$ cat src/rtl/kbd_link_rx_pkg.sv
// kbd_link_rx_pkg
//   Shared definitions for the MCU keyboard/joystick link receiver:
//   link command codes and the receiver FSM state type.
package kbd_link_rx_pkg;

  localparam logic [7:0] LINK_CMD_ROW_BASE = 8'h00;
  localparam logic [7:0] LINK_CMD_KEMPSTON = 8'h08;
  localparam logic [7:0] LINK_CMD_MAGIC    = 8'h09;
  localparam logic [7:0] LINK_CMD_CLEAR    = 8'h0F;

  typedef enum logic [1:0] {
    IDLE,
    SHIFT,
    COMMIT
  } link_state_t;

  // Row commands occupy 0x00-0x07; the low three bits select the row.
  function automatic logic is_row_cmd(input logic [7:0] cmd);
    return cmd[7:3] == LINK_CMD_ROW_BASE[7:3];
  endfunction

endpackage

$ cat src/rtl/kbd_link_rx_sync_edge.sv
// kbd_link_rx_sync_edge
//   Multi-flop synchronizer for one asynchronous input, plus a single-edge
//   detector on the synchronized level.
//   clk28     in   system clock
//   rst_n     in   asynchronous active-low reset
//   i_async   in   asynchronous input
//   o_sync    out  synchronized level
//   o_edge    out  one-cycle pulse on a rising (RISE=1) or falling (RISE=0) edge
module kbd_link_rx_sync_edge #(
  parameter int unsigned STAGES    = 2,
  parameter logic        RESET_VAL = 1'b0,
  parameter logic        RISE      = 1'b1
) (
  input  logic clk28,
  input  logic rst_n,
  input  logic i_async,
  output logic o_sync,
  output logic o_edge
);

  logic [STAGES-1:0] r_sync;
  logic              r_prev;
  logic [STAGES:0]   w_chain;

  assign w_chain = {r_sync, i_async};

  always_ff @(posedge clk28 or negedge rst_n) begin
    if (!rst_n) begin
      r_sync <= {STAGES{RESET_VAL}};
      r_prev <= RESET_VAL;
    end else begin
      r_sync <= w_chain[STAGES-1:0];
      r_prev <= r_sync[STAGES-1];
    end
  end

  assign o_sync = r_sync[STAGES-1];
  assign o_edge = RISE ? (r_sync[STAGES-1] & ~r_prev)
                       : (~r_sync[STAGES-1] & r_prev);

endmodule

$ cat src/rtl/kbd_link_rx.sv
// kbd_link_rx
//   Receives key matrix and joystick state from the board MCU over a
//   3-wire SPI mode-0 link (MCU is master, 16-bit frames: cmd, dat).
//   clk28          in   system clock, 28 MHz
//   rst_n          in   asynchronous active-low reset
//   bus_a[15:8]    in   CPU address high byte, half-row select, active-low
//   mcu_sck        in   link clock (asynchronous)
//   mcu_mosi       in   link data, MSB first
//   mcu_cs_n       in   frame select, active-low
//   kd             out  half-row key data, active-low, registered
//   kempston_data  out  joystick byte, active-high
//   magic_button   out  one-cycle magic-button request
//   link_ok        out  high while the link watchdog has not expired
module kbd_link_rx
  import kbd_link_rx_pkg::*;
#(
  parameter int unsigned TIMEOUT_W   = 22,
  parameter int unsigned SYNC_STAGES = 2
) (
  input  logic        clk28,
  input  logic        rst_n,
  input  logic [15:8] bus_a,
  input  logic        mcu_sck,
  input  logic        mcu_mosi,
  input  logic        mcu_cs_n,
  output logic [4:0]  kd,
  output logic [7:0]  kempston_data,
  output logic        magic_button,
  output logic        link_ok
);

  logic w_sck_rise;
  logic w_unused_sck_level;
  logic w_cs_n;
  logic w_cs_fall;
  logic w_mosi;
  logic w_unused_mosi_edge;

  kbd_link_rx_sync_edge #(.STAGES(SYNC_STAGES), .RESET_VAL(1'b0), .RISE(1'b1)) u_sync_sck (
    .clk28   (clk28),
    .rst_n   (rst_n),
    .i_async (mcu_sck),
    .o_sync  (w_unused_sck_level),
    .o_edge  (w_sck_rise)
  );

  kbd_link_rx_sync_edge #(.STAGES(SYNC_STAGES), .RESET_VAL(1'b1), .RISE(1'b0)) u_sync_cs (
    .clk28   (clk28),
    .rst_n   (rst_n),
    .i_async (mcu_cs_n),
    .o_sync  (w_cs_n),
    .o_edge  (w_cs_fall)
  );

  kbd_link_rx_sync_edge #(.STAGES(SYNC_STAGES), .RESET_VAL(1'b0), .RISE(1'b1)) u_sync_mosi (
    .clk28   (clk28),
    .rst_n   (rst_n),
    .i_async (mcu_mosi),
    .o_sync  (w_mosi),
    .o_edge  (w_unused_mosi_edge)
  );

  // Shift register and bit counter
  logic [15:0] r_shreg;
  logic [3:0]  r_bitcnt;

  always_ff @(posedge clk28 or negedge rst_n) begin
    if (!rst_n) begin
      r_shreg  <= '0;
      r_bitcnt <= '0;
    end else if (w_cs_n) begin
      r_bitcnt <= '0;
    end else if (w_sck_rise) begin
      r_shreg  <= {r_shreg[14:0], w_mosi};
      r_bitcnt <= r_bitcnt + 4'd1;
    end
  end

  // Receiver FSM
  link_state_t r_state;
  link_state_t w_state_nxt;
  logic        w_commit;

  always_ff @(posedge clk28 or negedge rst_n) begin
    if (!rst_n) r_state <= IDLE;
    else        r_state <= w_state_nxt;
  end

  always_comb begin
    w_state_nxt = r_state;
    w_commit    = 1'b0;
    case (r_state)
      IDLE: begin
        if (w_cs_fall) w_state_nxt = SHIFT;
      end
      SHIFT: begin
        // cs_n rising before the 16th bit drops the partial frame
        if (w_cs_n)                                w_state_nxt = IDLE;
        else if (w_sck_rise && r_bitcnt == 4'd15)  w_state_nxt = COMMIT;
      end
      COMMIT: begin
        w_commit    = 1'b1;
        w_state_nxt = w_cs_n ? IDLE : SHIFT;
      end
      default: w_state_nxt = IDLE;
    endcase
  end

  // Frame decode and watchdog
  logic [7:0]          w_cmd;
  logic [7:0]          w_dat;
  logic                w_expired;
  logic [7:0][4:0]     r_rows;
  logic [7:0]          r_kemp;
  logic                r_magic;
  logic                r_link_ok;
  logic [TIMEOUT_W-1:0] r_wdog;

  assign w_cmd     = r_shreg[15:8];
  assign w_dat     = r_shreg[7:0];
  assign w_expired = &r_wdog;

  // A commit takes priority over watchdog saturation in the same cycle.
  always_ff @(posedge clk28 or negedge rst_n) begin
    if (!rst_n) begin
      r_rows    <= '0;
      r_kemp    <= '0;
      r_magic   <= 1'b0;
      r_link_ok <= 1'b0;
      r_wdog    <= '0;
    end else begin
      r_magic <= 1'b0;
      if (w_commit) begin
        r_wdog    <= '0;
        r_link_ok <= 1'b1;
        if (is_row_cmd(w_cmd)) begin
          r_rows[w_cmd[2:0]] <= w_dat[4:0];
        end else begin
          case (w_cmd)
            LINK_CMD_KEMPSTON: r_kemp  <= w_dat;
            LINK_CMD_MAGIC:    r_magic <= w_dat[0];
            LINK_CMD_CLEAR: begin
              r_rows <= '0;
              r_kemp <= '0;
            end
            default: ;
          endcase
        end
      end else if (w_expired) begin
        r_rows    <= '0;
        r_kemp    <= '0;
        r_link_ok <= 1'b0;
      end else begin
        r_wdog <= r_wdog + TIMEOUT_W'(1);
      end
    end
  end

  // Half-row read: OR every row whose address line is low, then invert.
  logic [4:0] w_sel;
  logic [4:0] r_kd;

  always_comb begin
    w_sel = '0;
    for (int unsigned n = 0; n < 8; n++) begin
      if (!bus_a[8+n]) w_sel = w_sel | r_rows[n];
    end
  end

  always_ff @(posedge clk28 or negedge rst_n) begin
    if (!rst_n) r_kd <= '1;
    else        r_kd <= ~w_sel;
  end

  assign kd            = r_kd;
  assign kempston_data = r_kemp;
  assign magic_button  = r_magic;
  assign link_ok       = r_link_ok;

endmodule

$ cat config.mk
export PLATFORM = sky130hd
export DESIGN_NAME = kbd_link_rx
export DESIGN_NICKNAME = d
export VERILOG_FILES = /design/src/rtl/kbd_link_rx_pkg.sv /design/src/rtl/kbd_link_rx_sync_edge.sv /design/src/rtl/kbd_link_rx.sv
export SDC_FILE = /design/constraint.sdc
export NUM_CORES = 1
export LEC_CHECK = 0
export ABC_AREA = 1
export CAP_MARGIN = 20
export CORE_ASPECT_RATIO = 1.4
export CORE_MARGIN = 8
export CORE_UTILIZATION = 56
export CTS_BUF_LIST = sky130_fd_sc_hd__clkbuf_4
export DETAILED_ROUTE_END_ITERATION = 12
export PLACE_DENSITY = 0.73
export SYNTH_ARGS = -nofsm -noshare
export SYNTH_HDL_FRONTEND = slang
export SYNTH_SLANG_ARGS = --single-unit
$ cat constraint.sdc
create_clock -name clk28 -period 5.3 [get_ports clk28]
set_clock_uncertainty 0.05 [all_clocks]
set_input_delay 1.06 -clock clk28 [delete_from_list [all_inputs] [get_ports clk28]]
set_output_delay 1.06 -clock clk28 [all_outputs]
set_load 0.02 [all_outputs]
# After elaboration in Yosys (flattened, before gate mapping)
# Index checks and enable logic that the tools add are counted.
# classes
n_addsub,2
magnitude_cmp,2
eq_ne,12
n_mux,34
bitwise,12
reduce_logical,11
# op_table
op,count
two-way mux 40 bit,4
two-way mux 5 bit,9
two-way mux 22 bit,2
bitwise mux 40 bit,1
OR 5 bit,7
equality test 8 x 4 -> 1 bit (second input constant),3
two-way mux 8 bit,3
adder 22 x 1 -> 22 bit (second input constant),1
AND reduction 22 bit,1
one-hot mux 8 bit (2 select lines),1
demux 5 bit (select 3 bit),1
two-way mux 4 bit,2
two-way mux 1 bit,7
two-way mux 2 bit,3
!= test 3 x 1 -> 1 bit (second input constant),2
one-hot mux 2 bit (3 select lines),1
AND reduction 2 bit,3
zero test 5 bit,1
NOT 5 bit,1
adder 4 x 1 -> 4 bit (second input constant),1
equality test 4 bit (second input constant),1
< comparator 3 x 4 -> 1 bit (second input constant),1
!= test 2 bit (second input constant),2
nonzero test 2 bit,2
10 further kinds,13
# totals
reg_bits,107
inputBits,13

# Longest topological paths before layout
# depth
depth_word,16
depth_mapped,10
ltp_nobuf,9

# By module
# Synthesis repeated with hierarchy kept, for this count alone.
# hier_totals
hier_cells,649
hier_area_um2,5126.2
# by_module_without_submodules
module,instances,cells_per_inst,area_each_um2,seq_area_each_um2
kbd_link_rx,1,634,4867.2,2483.6
kbd_link_rx_sync_edge (u_sync_mosi ...),2,5,85.1,75.1
kbd_link_rx_sync_edge (u_sync_cs),1,5,88.8,78.8

# Least setup slack after synthesis
# Ideal clock, no wire load.
# synth_path
kind,flip-flop to flip-flop
from,register r_wdog[0]
to,register r_rows[5] in the netlist's numbering
setup_time_ps,117
arrival_ps,1543
required_ps,5133
slack_ps,3590
stages_incl_launch_ff,10
n_path_buf,1
period_less_slack_ps,1710
cell_sequence,dfrtp_1 ha_1 nand3_4 nor2_4 nand3_4 nand2_4 buf_12 nand3_4 nand2_1 nand2_1
# synth_via
elab_chain_cells,3
# synth_lines
item,line,source
from (decl),kbd_link_rx.sv:117,logic [TIMEOUT_W-1:0] r_wdog;
from (signal assigned),kbd_link_rx.sv:154,r_wdog <= r_wdog + TIMEOUT_W'(1);
AND reduction 22 bit,kbd_link_rx.sv:121,assign w_expired = &r_wdog;
nonzero test 2 bit (no line),--,
AND reduction 2 bit (no line),--,
"to (signal, indexed assignment)",kbd_link_rx.sv:137,r_rows[w_cmd[2:0]] <= w_dat[4:0];
to (decl),kbd_link_rx.sv:113,logic [7:0][4:0] r_rows;
# No other way between the ends.
# A chain may end at the register's enable or synchronous reset.

# Worst setup path in the final report
# layout_path
from,register r_state[0]
to,register r_rows[37] in the netlist's numbering
# layout_via
elab_chain_cells,4
elab_cells_between_ends,6
# layout_lines
item,line,source
from (decl),kbd_link_rx.sv:80,link_state_t r_state;
from (signal assigned),kbd_link_rx.sv:86,else r_state <= w_state_nxt;
equality test 2 bit *,kbd_link_rx.sv:92,case (r_state)
two-way mux 1 bit *,kbd_link_rx.sv:92,
!= test 3 x 1 -> 1 bit (no line) / nonzero test 2 bit (equally long branches),--,
AND reduction 2 bit (no line),--,
# Every way passes the cells marked *; elsewhere a longest branch is shown, timed or not.

==> results.yml <==
finish:
  num-nets-final: 672
  drive_above_1_share_pct: 8.76
  n_antenna_cell: 0
  final.fill_count: 806
  final_core_util_pct: 62.5
  area_growth_pct: 8.57
job:
  drv_cap: 0
clock_network:
  cts-root-buf: "clkbuf_4"
  post-cts-setup-buffers: 0
  clock-sinks: 107
  ctsHoldBuffers: 0
  cts_buffer_depth: 2
  cts_tree: "built"
  cts-buffers-inserted: 9
  clk_pin_slew_ns: 0.16
  htree_levels: 3
  post_cts_resized: 0
  clk_latency_ns: 0.49
grt:
  top_usage_layer: "met2"
  grt_max_degree: 73
  antenna_found_initial: 0
  grt_pass1_wl_um: 19300
  grt_pass1_vias: 4058
  grt_use_met1_pct: 23.0
  met3_usage_pct: 3.83
  grt_usage_pct: 19.0
  overflow: 0
  grtUsageMet2_pct: 32.3
sta:
  maxSlewViolCount: 0
  fin_crit_sh_pct: 56.8
  finalHoldViolations: 0
  fmax_mhz: 332
  setup_viol: 0
  finalWorstSetupSlack_ns: 2.29
  fin_tns_setup_ns: 0
  final.min_clock_period_ns: 3.01
  maxSlewHeadroom_pct: 41.1
  worst_pin_slew_ns: 0.884
  rsz0062_at_grt: "no"
synthesis:
  synth_common_cells: "nand2_1 (234), dfrtp_1 (99), inv_1 (66)"
  ys_types: 37
  post_synth.cell_area_avg_um2: 8.20
  yosysTopAreaCell: "dfrtp_1"
  yosysSeqAreaShare_pct: 52.0
  synth_top_cell_area_share_pct: 48.0
  synth_flop_cell: "dfrtp_1"
  syn-instance-count: 630
  yosys_register_bits: 107
  ys_warn_count: 0
  synth_edf_count: 0
  yosysMostFrequentCell: "nand2_1"
  async_reset_ff_share_pct: 100
  netlist_area_um2: 5170
  synth_area_leaders: "dfrtp_1 (48%), nand2_1 (17%), inv_1 (4.8%)"
  syn_nets: 645
detailed_routing:
  drc_errors: 0
  drt-vias-per-instance: 5.55
  vias: 4268
  drt_iter0_markers: 384
  post_drt_wl_per_cell_um: 15.0
  wl_um: 11500
  drt-pass1-iter-count: 5
  ant_nets: 0
floorplanning:
  io_pins: 28
  die_w_um: 97.2
  rows: 41
  coreArea_um2: 8980
  die-area_um2: 12600
  start_util_pct: 57.5
  fp.dieH_um: 130
placed_design:
  place_congestion: 0.904
  io_buffers: 27
  dpl.hpwl_um: 8440
  dp_slack_ns: 2.34
power_and_ir_drop:
  power.total_mw: 1.32
  power_density_nw_per_um2: 235
  p_leak_nw: 2.65
  peakVddDrop_mv: 0.196
worst_setup_path:
  cp-start-kind: "register"
  criticalPathCategory: "reg2reg"
  cp.required_ns: 5.68
  critPathMaxFanout: 29
  critPathCaptureType: "register"
  arrival_ns: 3.38
  ff2ff_setup_slack_ns: 2.29
worst_hold_path:
  min_path_type: "reg2reg"
outcome:
  outcome: "completed"
-- worst paths after layout --
kind	to	depth (start not counted)	start
worst max-delay path	r_rows[37]	7	r_state[0]
worst min-delay path	u_sync_cs.r_sync[1]	0	u_sync_cs.r_sync[0]
worst max register to register	r_rows[37]	7	r_state[0]
worst min register to register	u_sync_cs.r_sync[1]	0	u_sync_cs.r_sync[0]
max in group asynchronous	kd[3]	2	rst_n
min in group asynchronous	r_wdog[20]	1	rst_n
-- report_power, final --
group / internal, mW / switching [mW] / total, mW
registers: 0.838 / 0.0240 / 0.862
logic: 0.0207 / 0.0497 / 0.0705
clock network: 0.107 / 0.281 / 0.387
total: 0.965 / 0.355 / 1.32
-- critical path, cell delays in order (launching register included) --
cell and delay, ns:
dfrtp_1 0.39, inv_1 0.10, nand2_1 0.50, inv_1 0.83
nand3_2 0.54, nand3_1 0.36, nand2_1 0.09, nand2_1 0.06
-- cell type report --
cell class / instances / area (um^2) / share of cell area [%]
multi-input cells: 442 / 2130 / 38.0
clock buffers: 10 / 75.1 / 1.34
clock inverters: 6 / 48.8 / 0.870
flip-flops and latches: 107 / 2690 / 47.9
inverters: 69 / 259 / 4.62
well taps: 107 / 134 / 2.39
repair buffers: 28 / 275 / 4.91
-- through the flow --
stage,hold slack (ns),cell area (um^2),std cells
detailed placement,0.290,5490,753
CTS,0.323,5610,769
global placement,0.287,5490,753
floorplan,0.281,5170,630
global route,0.325,5610,769
finish,0.319,5610,769
-- cell usage in the layout, fill, tap and decap left out, drive strengths merged --
| cell type | Yosys | layout |
|---|---|---|
| or2 | 3 | 3 |
| nor3 | 12 | 12 |
| o221ai | 1 | 1 |
| nor4 | 1 | 1 |
| o2111ai | 4 | 4 |
| dfstp | 8 | 8 |
| mux2i | 1 | 1 |
| clkbuf | 5 | 10 |
| nand3 | 52 | 52 |
| nand4 | 16 | 16 |
| o21bai | 1 | 1 |
| buf | 7 | 2 |
| o2bb2ai | 1 | 1 |
| dfrtp | 99 | 99 |
| o211ai | 2 | 2 |
| ha | 2 | 2 |
| clkinvlp | 0 | 3 |
| a31oi | 5 | 5 |
| inv | 69 | 72 |
| nand3b | 1 | 1 |
| nor2 | 51 | 51 |
| xor2 | 3 | 3 |
| nand2 | 239 | 239 |
| a21oi | 5 | 5 |
| o21ai | 37 | 37 |
| o31ai | 1 | 1 |
| clkdlybuf4s50 | 0 | 26 |
| o22ai | 4 | 4 |
-- routing by layer --
metal,vias up,wire length (um)
met5,-,0
met4,0,327
met3,27,628
met2,122,5740
met1,2049,4840
li1,2070,-
-- registers in the layout (all words and copies together), names as in the netlist --
| name | flops |
|---|---|
| u_sync_cs.r_sync | 2 |
| u_sync_sck.r_prev | 1 |
| u_sync_sck.r_sync | 2 |
| magic_button | 1 |
| u_sync_mosi.r_sync | 2 |
| r_state | 2 |
| u_sync_cs.r_prev | 1 |
| kempston_data | 8 |
| kd | 5 |
| r_wdog | 22 |
| r_bitcnt | 4 |
| r_shreg | 16 |
| link_ok | 1 |
| r_rows | 40 |
-- cell families (layout without fill, tap and decap cells) --
group,after synthesis,in the layout,synth area share (%)
AO/OA/AOI/OAI,61,61,7.34
flip-flops,107,107,52.0
buffers and inverters,81,113,6.76
multiplexers,1,1,0.194
AND/OR/NAND/NOR,375,375,32.7
XOR/XNOR,3,3,0.509
adder cells (fa/ha/maj),2,2,0.484
Power figures use the tool's default switching activity.
